===== src/rtl/matmul_tile_sequencer_if.sv =====
// Handshake and data bundle between the tile sequencer, the matrix loader and the multiply engine.
interface matmul_tile_sequencer_if;
    logic        go;
    logic        a_ready;
    logic        b_ready;
    logic [11:0] a_rows;
    logic [11:0] a_cols;
    logic [11:0] b_rows;
    logic [11:0] b_cols;
    logic        eng_start;
    logic [11:0] eng_row_base;
    logic [11:0] eng_col_base;
    logic [11:0] eng_tile_m;
    logic [11:0] eng_tile_n;
    logic [11:0] eng_k;
    logic        eng_done;
    logic        busy;
    logic        done;
    logic        err;
    logic [1:0]  err_code;

    modport master (
        input  go, a_ready, b_ready, a_rows, a_cols, b_rows, b_cols, eng_done,
        output eng_start, eng_row_base, eng_col_base, eng_tile_m, eng_tile_n, eng_k,
        output busy, done, err, err_code
    );

    modport slave (
        output go, a_ready, b_ready, a_rows, a_cols, b_rows, b_cols, eng_done,
        input  eng_start, eng_row_base, eng_col_base, eng_tile_m, eng_tile_n, eng_k,
        input  busy, done, err, err_code
    );
endinterface


===== src/rtl/matmul_tile_sequencer.sv =====
// Walks C = A*B tile by tile in row-major order, issuing engine starts and reporting done/errors.
// Optional MATMUL_SEQ_PERF_EN adds perf_cycles/perf_tiles job counters.
module matmul_tile_sequencer #(
    parameter int MAX_M  = 784,
    parameter int MAX_K  = 288,
    parameter int MAX_N  = 64,
    parameter int TILE_M = 16,
    parameter int TILE_N = 16
) (
    input  logic                    clk,
    input  logic                    rst,
    matmul_tile_sequencer_if.master bus
`ifdef MATMUL_SEQ_PERF_EN
    ,
    output logic [31:0]             perf_cycles,
    output logic [15:0]             perf_tiles
`endif
);

    typedef enum logic [2:0] {
        S_IDLE  = 3'd0,
        S_ARM   = 3'd1,
        S_CHECK = 3'd2,
        S_ISSUE = 3'd3,
        S_WAIT  = 3'd4,
        S_NEXT  = 3'd5,
        S_DONE  = 3'd6,
        S_ERR   = 3'd7
    } state_t;

    state_t      state_q, state_d;
    logic [11:0] m_q, m_d, k_q, k_d, n_q, n_d;
    logic [11:0] row_q, row_d, col_q, col_d;
    logic [11:0] tile_m_q, tile_m_d, tile_n_q, tile_n_d, eng_k_q;
    logic        lost_q, lost_d;
    logic [1:0]  code_q, code_d;
    logic        eng_start_q, busy_q, done_q, err_q;
    logic        ready_s, dims_bad_s;
    logic [12:0] row_next_s, col_next_s, row_end_s, col_end_s;

    assign ready_s    = bus.a_ready & bus.b_ready;
    assign dims_bad_s = (bus.a_rows == 12'd0) | (bus.a_cols == 12'd0) |
                        (bus.b_rows == 12'd0) | (bus.b_cols == 12'd0) |
                        (bus.a_rows > 12'(MAX_M)) | (bus.a_cols > 12'(MAX_K)) |
                        (bus.b_cols > 12'(MAX_N));
    assign row_next_s = {1'b0, row_q} + 13'(TILE_M);
    assign col_next_s = {1'b0, col_q} + 13'(TILE_N);

    // Next-state, job dimensions, tile cursor and error bookkeeping
    always_comb begin
        state_d = state_q;
        m_d     = m_q;
        k_d     = k_q;
        n_d     = n_q;
        row_d   = row_q;
        col_d   = col_q;
        lost_d  = lost_q;
        code_d  = code_q;
        case (state_q)
            S_IDLE: begin
                if (bus.go) state_d = S_ARM;
                else        state_d = S_IDLE;
            end
            S_ARM: begin
                if (ready_s) state_d = S_CHECK;
                else         state_d = S_ARM;
            end
            S_CHECK: begin
                m_d    = bus.a_rows;
                k_d    = bus.a_cols;
                n_d    = bus.b_cols;
                lost_d = 1'b0;
                if (dims_bad_s) begin
                    state_d = S_ERR;
                    code_d  = 2'd2;
                end else if (bus.a_cols != bus.b_rows) begin
                    state_d = S_ERR;
                    code_d  = 2'd1;
                end else begin
                    row_d   = 12'd0;
                    col_d   = 12'd0;
                    state_d = S_ISSUE;
                end
            end
            S_ISSUE: state_d = S_WAIT;
            S_WAIT: begin
                if (bus.eng_done && lost_q) begin
                    state_d = S_ERR;
                    code_d  = 2'd3;
                end else if (bus.eng_done) begin
                    state_d = S_NEXT;
                end else begin
                    state_d = S_WAIT;
                end
            end
            S_NEXT: begin
                if (col_next_s < {1'b0, n_q}) begin
                    col_d   = col_next_s[11:0];
                    state_d = S_ISSUE;
                end else if (row_next_s < {1'b0, m_q}) begin
                    col_d   = 12'd0;
                    row_d   = row_next_s[11:0];
                    state_d = S_ISSUE;
                end else begin
                    state_d = S_DONE;
                end
            end
            S_DONE: state_d = S_IDLE;
            S_ERR: begin
                if (bus.go) begin
                    state_d = S_ARM;
                    code_d  = 2'd0;
                end else begin
                    state_d = S_ERR;
                end
            end
            default: begin
                state_d = S_IDLE;
                code_d  = 2'd0;
            end
        endcase
        // Operand readiness dropping while tiles are in flight poisons the job
        if ((state_q == S_ISSUE || state_q == S_WAIT || state_q == S_NEXT) && !ready_s) begin
            lost_d = 1'b1;
        end else begin
            lost_d = lost_d;
        end
    end

    // Tile extents clipped at the matrix edge using 13-bit sums
    always_comb begin
        row_end_s = {1'b0, row_d} + 13'(TILE_M);
        col_end_s = {1'b0, col_d} + 13'(TILE_N);
        if (row_end_s <= {1'b0, m_d}) tile_m_d = 12'(TILE_M);
        else                          tile_m_d = m_d - row_d;
        if (col_end_s <= {1'b0, n_d}) tile_n_d = 12'(TILE_N);
        else                          tile_n_d = n_d - col_d;
    end

    // State, datapath and registered outputs
    always_ff @(posedge clk or posedge rst) begin
        if (rst) begin
            state_q     <= S_IDLE;
            m_q         <= 12'd0;
            k_q         <= 12'd0;
            n_q         <= 12'd0;
            row_q       <= 12'd0;
            col_q       <= 12'd0;
            tile_m_q    <= 12'd0;
            tile_n_q    <= 12'd0;
            eng_k_q     <= 12'd0;
            lost_q      <= 1'b0;
            code_q      <= 2'd0;
            eng_start_q <= 1'b0;
            busy_q      <= 1'b0;
            done_q      <= 1'b0;
            err_q       <= 1'b0;
        end else begin
            state_q     <= state_d;
            m_q         <= m_d;
            k_q         <= k_d;
            n_q         <= n_d;
            row_q       <= row_d;
            col_q       <= col_d;
            lost_q      <= lost_d;
            code_q      <= code_d;
            eng_start_q <= (state_d == S_ISSUE);
            busy_q      <= (state_d != S_IDLE) && (state_d != S_ERR);
            done_q      <= (state_d == S_DONE);
            err_q       <= (state_d == S_ERR);
            if (state_d == S_ISSUE) begin
                tile_m_q <= tile_m_d;
                tile_n_q <= tile_n_d;
                eng_k_q  <= k_d;
            end
        end
    end

    assign bus.eng_start    = eng_start_q;
    assign bus.eng_row_base = row_q;
    assign bus.eng_col_base = col_q;
    assign bus.eng_tile_m   = tile_m_q;
    assign bus.eng_tile_n   = tile_n_q;
    assign bus.eng_k        = eng_k_q;
    assign bus.busy         = busy_q;
    assign bus.done         = done_q;
    assign bus.err          = err_q;
    assign bus.err_code     = code_q;

`ifdef MATMUL_SEQ_PERF_EN
    logic [31:0] perf_cycles_q;
    logic [15:0] perf_tiles_q;

    // Job cycle and tile counters, cleared at dimension check
    always_ff @(posedge clk or posedge rst) begin
        if (rst) begin
            perf_cycles_q <= 32'd0;
            perf_tiles_q  <= 16'd0;
        end else if (state_q == S_CHECK) begin
            perf_cycles_q <= 32'd0;
            perf_tiles_q  <= 16'd0;
        end else begin
            if ((state_q == S_ISSUE || state_q == S_WAIT || state_q == S_NEXT ||
                 state_q == S_DONE) && (perf_cycles_q != 32'hFFFF_FFFF)) begin
                perf_cycles_q <= perf_cycles_q + 32'd1;
            end
            if (state_q == S_WAIT && bus.eng_done) begin
                perf_tiles_q <= perf_tiles_q + 16'd1;
            end
        end
    end

    assign perf_cycles = perf_cycles_q;
    assign perf_tiles  = perf_tiles_q;
`endif

endmodule

===== src/flat_wrapper.sv =====
// flat-port wrapper written by rule: the top's interface ports become plain ports
module matmul_tile_sequencer_flat 
#(
    parameter int MAX_M  = 784,
    parameter int MAX_K  = 288,
    parameter int MAX_N  = 64,
    parameter int TILE_M = 16,
    parameter int TILE_N = 16
)
  (clk, rst, bus_go, bus_a_ready, bus_b_ready, bus_a_rows, bus_a_cols, bus_b_rows, bus_b_cols, bus_eng_done, bus_eng_start, bus_eng_row_base, bus_eng_col_base, bus_eng_tile_m, bus_eng_tile_n, bus_eng_k, bus_busy, bus_done, bus_err, bus_err_code);
  matmul_tile_sequencer_if bus_i ();
  input  logic clk;
  input  logic rst;
  input wire logic [$bits(bus_i.go)-1:0] bus_go;
  input wire logic [$bits(bus_i.a_ready)-1:0] bus_a_ready;
  input wire logic [$bits(bus_i.b_ready)-1:0] bus_b_ready;
  input wire logic [$bits(bus_i.a_rows)-1:0] bus_a_rows;
  input wire logic [$bits(bus_i.a_cols)-1:0] bus_a_cols;
  input wire logic [$bits(bus_i.b_rows)-1:0] bus_b_rows;
  input wire logic [$bits(bus_i.b_cols)-1:0] bus_b_cols;
  input wire logic [$bits(bus_i.eng_done)-1:0] bus_eng_done;
  output wire logic [$bits(bus_i.eng_start)-1:0] bus_eng_start;
  output wire logic [$bits(bus_i.eng_row_base)-1:0] bus_eng_row_base;
  output wire logic [$bits(bus_i.eng_col_base)-1:0] bus_eng_col_base;
  output wire logic [$bits(bus_i.eng_tile_m)-1:0] bus_eng_tile_m;
  output wire logic [$bits(bus_i.eng_tile_n)-1:0] bus_eng_tile_n;
  output wire logic [$bits(bus_i.eng_k)-1:0] bus_eng_k;
  output wire logic [$bits(bus_i.busy)-1:0] bus_busy;
  output wire logic [$bits(bus_i.done)-1:0] bus_done;
  output wire logic [$bits(bus_i.err)-1:0] bus_err;
  output wire logic [$bits(bus_i.err_code)-1:0] bus_err_code;
  assign bus_i.go = bus_go;
  assign bus_i.a_ready = bus_a_ready;
  assign bus_i.b_ready = bus_b_ready;
  assign bus_i.a_rows = bus_a_rows;
  assign bus_i.a_cols = bus_a_cols;
  assign bus_i.b_rows = bus_b_rows;
  assign bus_i.b_cols = bus_b_cols;
  assign bus_i.eng_done = bus_eng_done;
  assign bus_eng_start = bus_i.eng_start;
  assign bus_eng_row_base = bus_i.eng_row_base;
  assign bus_eng_col_base = bus_i.eng_col_base;
  assign bus_eng_tile_m = bus_i.eng_tile_m;
  assign bus_eng_tile_n = bus_i.eng_tile_n;
  assign bus_eng_k = bus_i.eng_k;
  assign bus_busy = bus_i.busy;
  assign bus_done = bus_i.done;
  assign bus_err = bus_i.err;
  assign bus_err_code = bus_i.err_code;
  matmul_tile_sequencer #(.MAX_M(MAX_M), .MAX_K(MAX_K), .MAX_N(MAX_N), .TILE_M(TILE_M), .TILE_N(TILE_N)) u_core (.clk(clk), .rst(rst), .bus(bus_i));
endmodule

===== config.mk =====
export PLATFORM = sky130hd
export DESIGN_NAME = matmul_tile_sequencer_flat
export DESIGN_NICKNAME = d
export VERILOG_FILES = /design/src/rtl/matmul_tile_sequencer_if.sv /design/src/rtl/matmul_tile_sequencer.sv /design/src/flat_wrapper.sv
export SDC_FILE = /design/constraint.sdc
export NUM_CORES = 1
export LEC_CHECK = 0
export ABC_AREA = 1
export CELL_PAD_IN_SITES_DETAIL_PLACEMENT = 0
export CELL_PAD_IN_SITES_GLOBAL_PLACEMENT = 2
export CORE_MARGIN = 1
export CORE_UTILIZATION = 28
export DETAILED_ROUTE_END_ITERATION = 6
export PLACE_DENSITY = 0.82
export SLEW_MARGIN = 20
export SYNTH_ARGS = -nofsm -noshare
export SYNTH_HDL_FRONTEND = slang
export SYNTH_SLANG_ARGS = --single-unit

===== constraint.sdc =====
create_clock -name clk -period 4.3 [get_ports clk]
set_input_delay 0.86 -clock clk [delete_from_list [all_inputs] [get_ports clk]]
set_output_delay 0.86 -clock clk [all_outputs]
set_load 0.01 [all_outputs]

== Yosys cells after proc, flatten, opt, wreduce, memory -nomap -nowiden ==
Cells that the tools add are included.

* Add/subtract/negate cells: 6
* $lt $le $gt $ge: 7
* Equality and inequality tests: 15
* Multiplexer cells: 32
* Bitwise logic cells: 7
* Reductions and logical operators: 15

{| class="wikitable"
|+ Operators by type and width
! cell !! number
|-
| 2-to-1 mux 12 bit || 13
|-
| adder 12 x 5 -> 13 bit, second input constant || 4
|-
| zero test 12 bit || 4
|-
| case mux 12 bit (2 select lines) || 2
|-
| <= comparator 13 x 12 -> 1 bit || 2
|-
| less-than comparator 13 x 12 -> 1 bit || 2
|-
| case mux 3 bit (8 select lines) || 1
|-
| subtractor 12 bit || 2
|-
| equality test 3 bit, second input constant || 6
|-
| 2-to-1 mux 3 bit || 6
|-
| > comparator 12 x 10 -> 1 bit, second input constant || 1
|-
| > comparator 12 x 7 -> 1 bit, second input constant || 1
|-
| > comparator 12 x 9 -> 1 bit, second input constant || 1
|-
| inequality test 12 bit || 1
|-
| 2-to-1 mux 2 bit || 5
|-
| equality test 3 x 2 -> 1 bit, second input constant || 3
|-
| bitwise OR 1 bit || 6
|-
| case mux 2 bit (3 select lines) || 1
|-
| nonzero test 3 bit || 2
|-
| 2-to-1 mux 1 bit || 4
|-
| AND reduction 4 bit || 1
|-
| equality test 3 x 1 -> 1 bit, second input constant || 1
|-
| logical AND 1 bit || 3
|-
| zero test 3 bit || 1
|-
| other kinds (8) || 9
|}

* Register bits: 106
* Bits of input ports: 54
* Output and inout bits: 66

== Depth between registers and ports, before layout ==
Gate-level depths: netlist of the first run.

* Word-level depth: 12
* Mapped depth: 36
* Gate-level depth less buffers: 35

== Worst setup path after synthesis of the first run ==
Ideal clock, no wire load.

* Kind: reg2reg
* Start: register u_core.col_q[4] (netlist: u_core.bus.eng_col_base[4])
* End: register u_core.tile_m_q[0] (netlist: u_core.bus.eng_tile_m[0])
* Library setup time: 116 ps
* Arrival: 4401 ps
* Slack: -217 ps
* Stages on the path, launching flop included: 32
* Path buffers: 2
* Cell sequence: dfrtp_1 > ha_1 > nand3_2 > nor2_1 > xor2_1 > inv_1 > ha_1 > nand2_1 > inv_1 > o21ai_0 > nand3b_1 > nor2_2 > nand2_4 > buf_6 > nand3_2 > nand2_1 > inv_2 > o21ai_2 > inv_1 > ha_1 > nand2_1 > nor2_2 > nand3_1 > xor2_1 > ha_1 > nand4_1 > or3b_2 > o21ai_0 > nand2_2 > buf_6 > nand2_2 > nand2_1

* Longest elaborated chain between the ends: 7

{| class="wikitable"
|+ RTL lines
! item !! RTL line !! RTL
|-
| start: declaration || matmul_tile_sequencer.sv:33 || <nowiki>logic [11:0] row_q, row_d, col_q, col_d;</nowiki>
|-
| start signal: assignment || matmul_tile_sequencer.sv:164 || <nowiki>col_q <= col_d;</nowiki>
|-
| adder 12 x 5 -> 13 bit || matmul_tile_sequencer.sv:47 || <nowiki>assign col_next_s = {1'b0, col_q} + 13'(TILE_N);</nowiki>
|-
| less-than comparator 13 x 12 -> 1 bit || matmul_tile_sequencer.sv:97 || <nowiki>if (col_next_s < {1'b0, n_q}) begin</nowiki>
|-
| 2-to-1 mux 12 bit || matmul_tile_sequencer.sv:97 ||
|-
| case mux 12 bit (2 select lines) || matmul_tile_sequencer.sv:59 || <nowiki>case (state_q)</nowiki>
|-
| net u_core.row_d[4] || matmul_tile_sequencer.sv:33 ||
|-
| adder 12 x 5 -> 13 bit || matmul_tile_sequencer.sv:132 || <nowiki>row_end_s = {1'b0, row_d} + 13'(TILE_M);</nowiki>
|-
| <= comparator 13 x 12 -> 1 bit || matmul_tile_sequencer.sv:134 || <nowiki>if (row_end_s <= {1'b0, m_d}) tile_m_d = 12'(TILE_M);</nowiki>
|-
| 2-to-1 mux 12 bit || matmul_tile_sequencer.sv:134 ||
|-
| end signal: assignment || matmul_tile_sequencer.sv:172 || <nowiki>tile_m_q <= tile_m_d;</nowiki>
|-
| end: declaration || matmul_tile_sequencer.sv:34 || <nowiki>logic [11:0] tile_m_q, tile_m_d, tile_n_q, tile_n_d, eng_k_q;</nowiki>
|}

The timed path passes the listed nets, and every way through them passes these cells.
A chain may end at the register's enable or synchronous reset.

== Worst setup path after layout of the first run ==
* Start: register u_core.col_q[5] (netlist: u_core.bus.eng_col_base[5])
* End: register u_core.tile_m_q[5] (netlist: u_core.bus.eng_tile_m[5])

The elaborated chain is that of the path after synthesis.

==> impl_metrics.ini, run 1 <==
[run_status]
status = finished with violations
violations = negative setup slack

[synthesis]
yosys.area.top_type_share_pct = 33.5
yosys-top-cells-area = dfrtp_1 (34%), nand2_1 (14%), ha_1 (11%)
ys_ff_latch = 106
synthArstFlopShare_pct = 100
synth_warnings = 0
syn-num-nets = 1234
synth-edff-count = 0
synth_most_common_cell = nand2_1
synthFlopType = dfrtp_1
yosys.area.top_type = dfrtp_1
syn_area_mm2 = 0.00791
synth.distinct_cells = 48
synthTopCellsByCount = nand2_1 (304), inv_1 (160), dfrtp_1 (106)
synthCells = 1106
yosysSeqAreaShare_pct = 33.5
postSynthAreaPerCell_um2 = 7.15

[placement]
routabilityCongestion = 0.850
dp_hpwl_mm = 20.1
dp.cells = 1759
port_buffers = 119

[cts]
htree_levels = 3
root_buffer = clkbuf_16
clock_sinks = 106
clkLatencyLatePin_ns = 0.36
cts_tree = yes
ctsHoldBuffers = 0
clk_pin_slew_worst_paths_ns = 0.08
cts_buffers = 9
clockBufferDepth = 2

[floorplan]
fp.dieW_um = 170
fp.dieArea_mm2 = 0.0289
fp.dieH_um = 170
rows = 61
num_io_pins = 120
coreArea_mm2 = 0.0278
start_util_pct = 28.5

[routing]
dr.pass1.iters = 5
num_vias = 7898
route.detailed.drc = 0
viasPerCell = 4.37
drt-initial-drc-count = 436
wl_mm = 26.3
ant_nets = 0
wl_per_cell_um = 14.5

[sta]
setup_slack_ns = -0.0903
worstMarginPinSlew_ns = 0.841
rsz0062_at_grt = true
hold_viol = 0
clock_skew_ns = 0.00681
period_needed_ns = 4.39
max_slew_margin_pct = 44.0
layout_worst_path_cycle_share_pct = 102
max_freq_mhz = 228
fin_setup_tns_ns = -0.922
setup_viol = 19
finalMaxSlewViolations = 0

[min_path]
hold_path.class = flip-flop to flip-flop

[worst_setup_path]
slowest_delay_ns = 0.43
critPathRequiredTime_ns = 4.56
worstPathMaxFanout = 6
slowest_stage = dfrtp_2
endpoint_kind = flip-flop
arrival_ns = 4.65
worstSetupStartpointType = flip-flop
worst-setup-path-type = flip-flop to flip-flop
cpMostUsedCell = nand2_2

[global_routing]
antenna_found_initial = 0
grt_pass1_wl_mm = 40.9
grt_max_degree = 63
grt_pass1_vias = 7657
grt-ovfl-total = 0
grt.total_usage_pct = 18.3

[pwr]
p_leak_uw = 0.00620
vdd_drop_max_uv = 373
power_uw = 9220
powerDensity_mw_per_mm2 = 763

[run]
cap_violations = 0

[cells_and_area]
syn_to_final_growth_pct = 52.8
antennaDiodeCount = 0
fin_nets = 1554
finalNonFillerCells = 1809
drive_above_1_share_pct = 29.1
## what timing repair did
action                     CTS  global route
gates resized for setup     53            95
gates cloned                 0             1
pin swaps                   30            50
setup endpoints to repair   24            24
setup buffers               24             9
## critical path: cells and delay by family (launching register included)
kind,cells,cell delay [ns]
DFF,1,0.43
and+or+nand+nor,17,1.94
AOI/OAI and AO/OA,2,0.19
adders and majority gates,3,0.70
buffers and inverters,6,0.64
xor gates and xnor gates,2,0.39
## cells by family (layout without fill, tap and decap cells)
group	after synthesis	in the layout	synth area share [%]
compound gates	143	143	9.87
xor+xnor	29	29	3.21
fa+ha+maj	74	74	11.9
flops	106	106	33.5
buf+inv	196	521	9.80
simple gates	558	558	31.7
## per-layer routing
metal	track usage [%]	share of wire [%]
met4	4.43	1.2
met2	29.0	45
met3	2.00	2.8
met5	0	0
met1	26.5	51
## final cells by class
cell class	count	area [µm²]
Inverter	173	668
Timing Repair Buffer	332	2900
Multi-Input combinational cell	804	5100
Sequential cell	106	2660
Fill cell	2867	15700
Clock inverter	7	61.3
Clock buffer	9	225
Tap cell	378	473
## cells in the final DEF (no fill, tap or decap), types with 8 or more instances in the layout
cell type        instances
clkbuf_16               10
inv_2                   15
nand2_4                 19
buf_4                  199
a21oi_2                  9
nand3_1                 45
xnor2_1                  8
xor2_1                  16
clkdlybuf4s50_1        119
nor2_2                  11
o21ai_0                 49
nand4_1                  8
dfrtp_1                104
nor2_4                   9
o21ai_1                  9
inv_1                  152
nand2_1                276
buf_6                    8
ha_4                    14
nor2_1                  90
nor3_1                   8
ha_1                    56
nand3_2                 15
nand2_2                 50
a21oi_1                 48
## flip-flops by register name (all words and copies together) (netlist names)
register / flops
u_core.n_q: 12
u_core.bus.busy: 1
u_core.bus.eng_k: 12
u_core.bus.eng_row_base: 12
u_core.state_q: 3
u_core.m_q: 12
u_core.bus.eng_col_base: 12
u_core.k_q: 12
u_core.bus.err_code: 2
u_core.bus.done: 1
u_core.bus.err: 1
u_core.bus.eng_tile_m: 12
u_core.bus.eng_start: 1
u_core.lost_q: 1
u_core.bus.eng_tile_n: 12
## path summary, 6_finish.rpt
| check | startpoint | to | slack [ns] | cells past startpoint |
|---|---|---|---|---|
| max | u_core.bus.eng_col_base[5] | u_core.bus.eng_tile_m[5] | -0.09 | 30 |
| min | u_core.bus.eng_k[1] | u_core.bus.eng_k[1] | 0.47 | 2 |
| max reg2reg | u_core.bus.eng_col_base[5] | u_core.bus.eng_tile_m[5] | -0.09 | 30 |
| min reg2reg | u_core.bus.eng_k[1] | u_core.bus.eng_k[1] | 0.47 | 2 |
| max in group asynchronous | rst | u_core.bus.eng_col_base[4] | 2.52 | 3 |
| min in group asynchronous | rst | u_core.bus.eng_k[1] | 1.00 | 2 |
## power by group
part	total [µW]	internal (µW)	switching, µW
sequential	1600	1400	208
clock	845	407	438
combinational	6770	3110	3660
## stage by stage
| stage | setup WS (ns) | hold WS [ns] | area, µm² | utilization, % |
|---|---|---|---|---|
| 2_1_floorplan | 0.00952 | 0.444 | 7960 | - |
| 3_3_place_gp | -0.319 | 0.459 | 10900 | 39.2 |
| 3_5_place_dp | -0.452 | 0.458 | 10900 | 39.2 |
| 4_1_cts | -0.0401 | 0.479 | 11600 | 41.7 |
| 5_1_grt | -0.340 | 0.505 | 12100 | 43.5 |
| 6_report | -0.0903 | 0.474 | 12100 | 43.5 |
(Power assumes the default switching activity.)
==> run 2: changes to the inputs <==
- PLACE_DENSITY: 0.82 -> 0.78
==> impl_metrics.ini, run 2 (synthesis gave the netlist of run 1 again) <==
[routing]
viasPerCell = 4.39
ant_nets = 0
num_vias = 7994
wl_per_cell_um = 14.5
dr.pass1.iters = 6
wl_mm = 26.3
route.detailed.drc = 0
drt-initial-drc-count = 496

[run_status]
status = finished with violations
violations = negative setup slack

[cells_and_area]
final_common_cell = nand2_1
fill_cells = 2877
final_cell_mix = nand2_1 (274), buf_4 (207), inv_1 (152)
syn_to_final_growth_pct = 55.2
fin_nets = 1564
drive_above_1_share_pct = 30.4
antennaDiodeCount = 0

[sta]
worstMarginPinSlew_ns = 0.835
hold_slack_ns = 0.477
max_slew_margin_pct = 43.7
period_needed_ns = 4.42
hold_viol = 0
setup_viol = 23
max_freq_mhz = 226
clock_skew_ns = 0.00575
setup_slack_ns = -0.123
rsz0062_at_grt = true
layout_worst_path_cycle_share_pct = 103
fin_setup_tns_ns = -1.85
finalMaxSlewViolations = 0

[floorplan]
fp.dieArea_mm2 = 0.0289
rows = 61
num_io_pins = 120
fp.dieW_um = 170
start_util_pct = 28.5
coreArea_mm2 = 0.0278
fp.dieH_um = 170

[cts]
clkLatencyLatePin_ns = 0.37
root_buffer = clkbuf_16
htree_levels = 3
cts_buffers = 9
clk_pin_slew_worst_paths_ns = 0.08
clock_sinks = 106
clockBufferDepth = 2
ctsHoldBuffers = 0
cts_tree = yes

[placement]
pre_cts_ws_ns = -0.651
port_buffers = 119
routabilityCongestion = 0.842
dp_hpwl_mm = 20.4

[worst_setup_path]
worst-setup-path-type = flip-flop to flip-flop
worstPathMaxFanout = 6
endpoint_kind = flip-flop
critPathRequiredTime_ns = 4.57
worstSetupStartpointType = flip-flop
slowest_stage = dfrtp_2
slowest_delay_ns = 0.43
arrival_ns = 4.69

[global_routing]
grt-ovfl-total = 0
antenna_found_initial = 0
grt.total_usage_pct = 18.9
grt_pass1_wl_mm = 42.3
grt_max_degree = 68
grt_pass1_vias = 7909

[pwr]
p_leak_uw = 0.00625
vdd_drop_max_uv = 300
power_uw = 9330
powerDensity_mw_per_mm2 = 760

[run]
cap_violations = 0

[min_path]
hold_path.class = flip-flop to flip-flop
run 2: path summary, 6_finish.rpt:
| path | endpoint | slack (ns) | depth (start not counted) | from |
|---|---|---|---|---|
| max | u_core.bus.eng_tile_m[10] | -0.12 | 32 | u_core.bus.eng_col_base[5] |
| min | u_core.bus.eng_k[1] | 0.48 | 2 | u_core.bus.eng_k[1] |
| max reg2reg | u_core.bus.eng_tile_m[10] | -0.12 | 32 | u_core.bus.eng_col_base[5] |
| min reg2reg | u_core.bus.eng_k[1] | 0.48 | 2 | u_core.bus.eng_k[1] |
| max in group asynchronous | u_core.bus.eng_k[11] | 2.62 | 3 | rst |
| min in group asynchronous | u_core.bus.eng_tile_n[6] | 0.89 | 2 | rst |
run 2: routing by layer:
metal	global-route usage [%]	part of all wire [%]	up-vias
met1	27.1	51	3724
met4	4.66	1.1	0
met5	0	0	-
li1	-	-	4153
met3	1.72	2.7	13
met2	30.3	45	104
run 2: final cells by class:
cell class              instances  area [µm²]  share of cell area, %
clock buffers                   9         225                   1.84
clock inverters                 7        97.6                  0.795
inverters                     173         672                   5.48
multi-input cells             805        5200                   42.3
flip-flops and latches        106        2660                   21.6
well taps                     378         473                   3.85
repair buffers                341        2950                   24.1
run 2: critical path, delay by kind of cell, from the launching register on:
family	cells	cell delay (ns)
compound gates	3	0.36
simple gates	18	1.73
buf+inv	5	0.52
flops	1	0.43
fa+ha+maj	4	0.98
xor+xnor	2	0.29
run 2: power breakdown:
part | leakage, µW | total (µW) | switching, µW | internal [µW]
Combinational | 0.00479 | 6790 | 3690 | 3110
Clock | 0.000158 | 924 | 452 | 472
Sequential | 0.00131 | 1610 | 216 | 1400
Total | 0.00625 | 9330 | 4360 | 4970
run 2: repair_timing:
action	4_1_cts	5_1_grt
resized for setup	76	97
setup buffers	29	11
endpoints found under the setup margin	24	24
cloned	1	0
pin swaps	41	64
run 2: metrics by stage:
step	area, µm²	utilization (%)	cells
floorplan	7960	-	1106
CTS	11800	42.3	1808
global route	12300	44.2	1819
finish	12300	44.2	1819
detailed placement	10900	39.3	1763
global placement	10900	39.3	1763
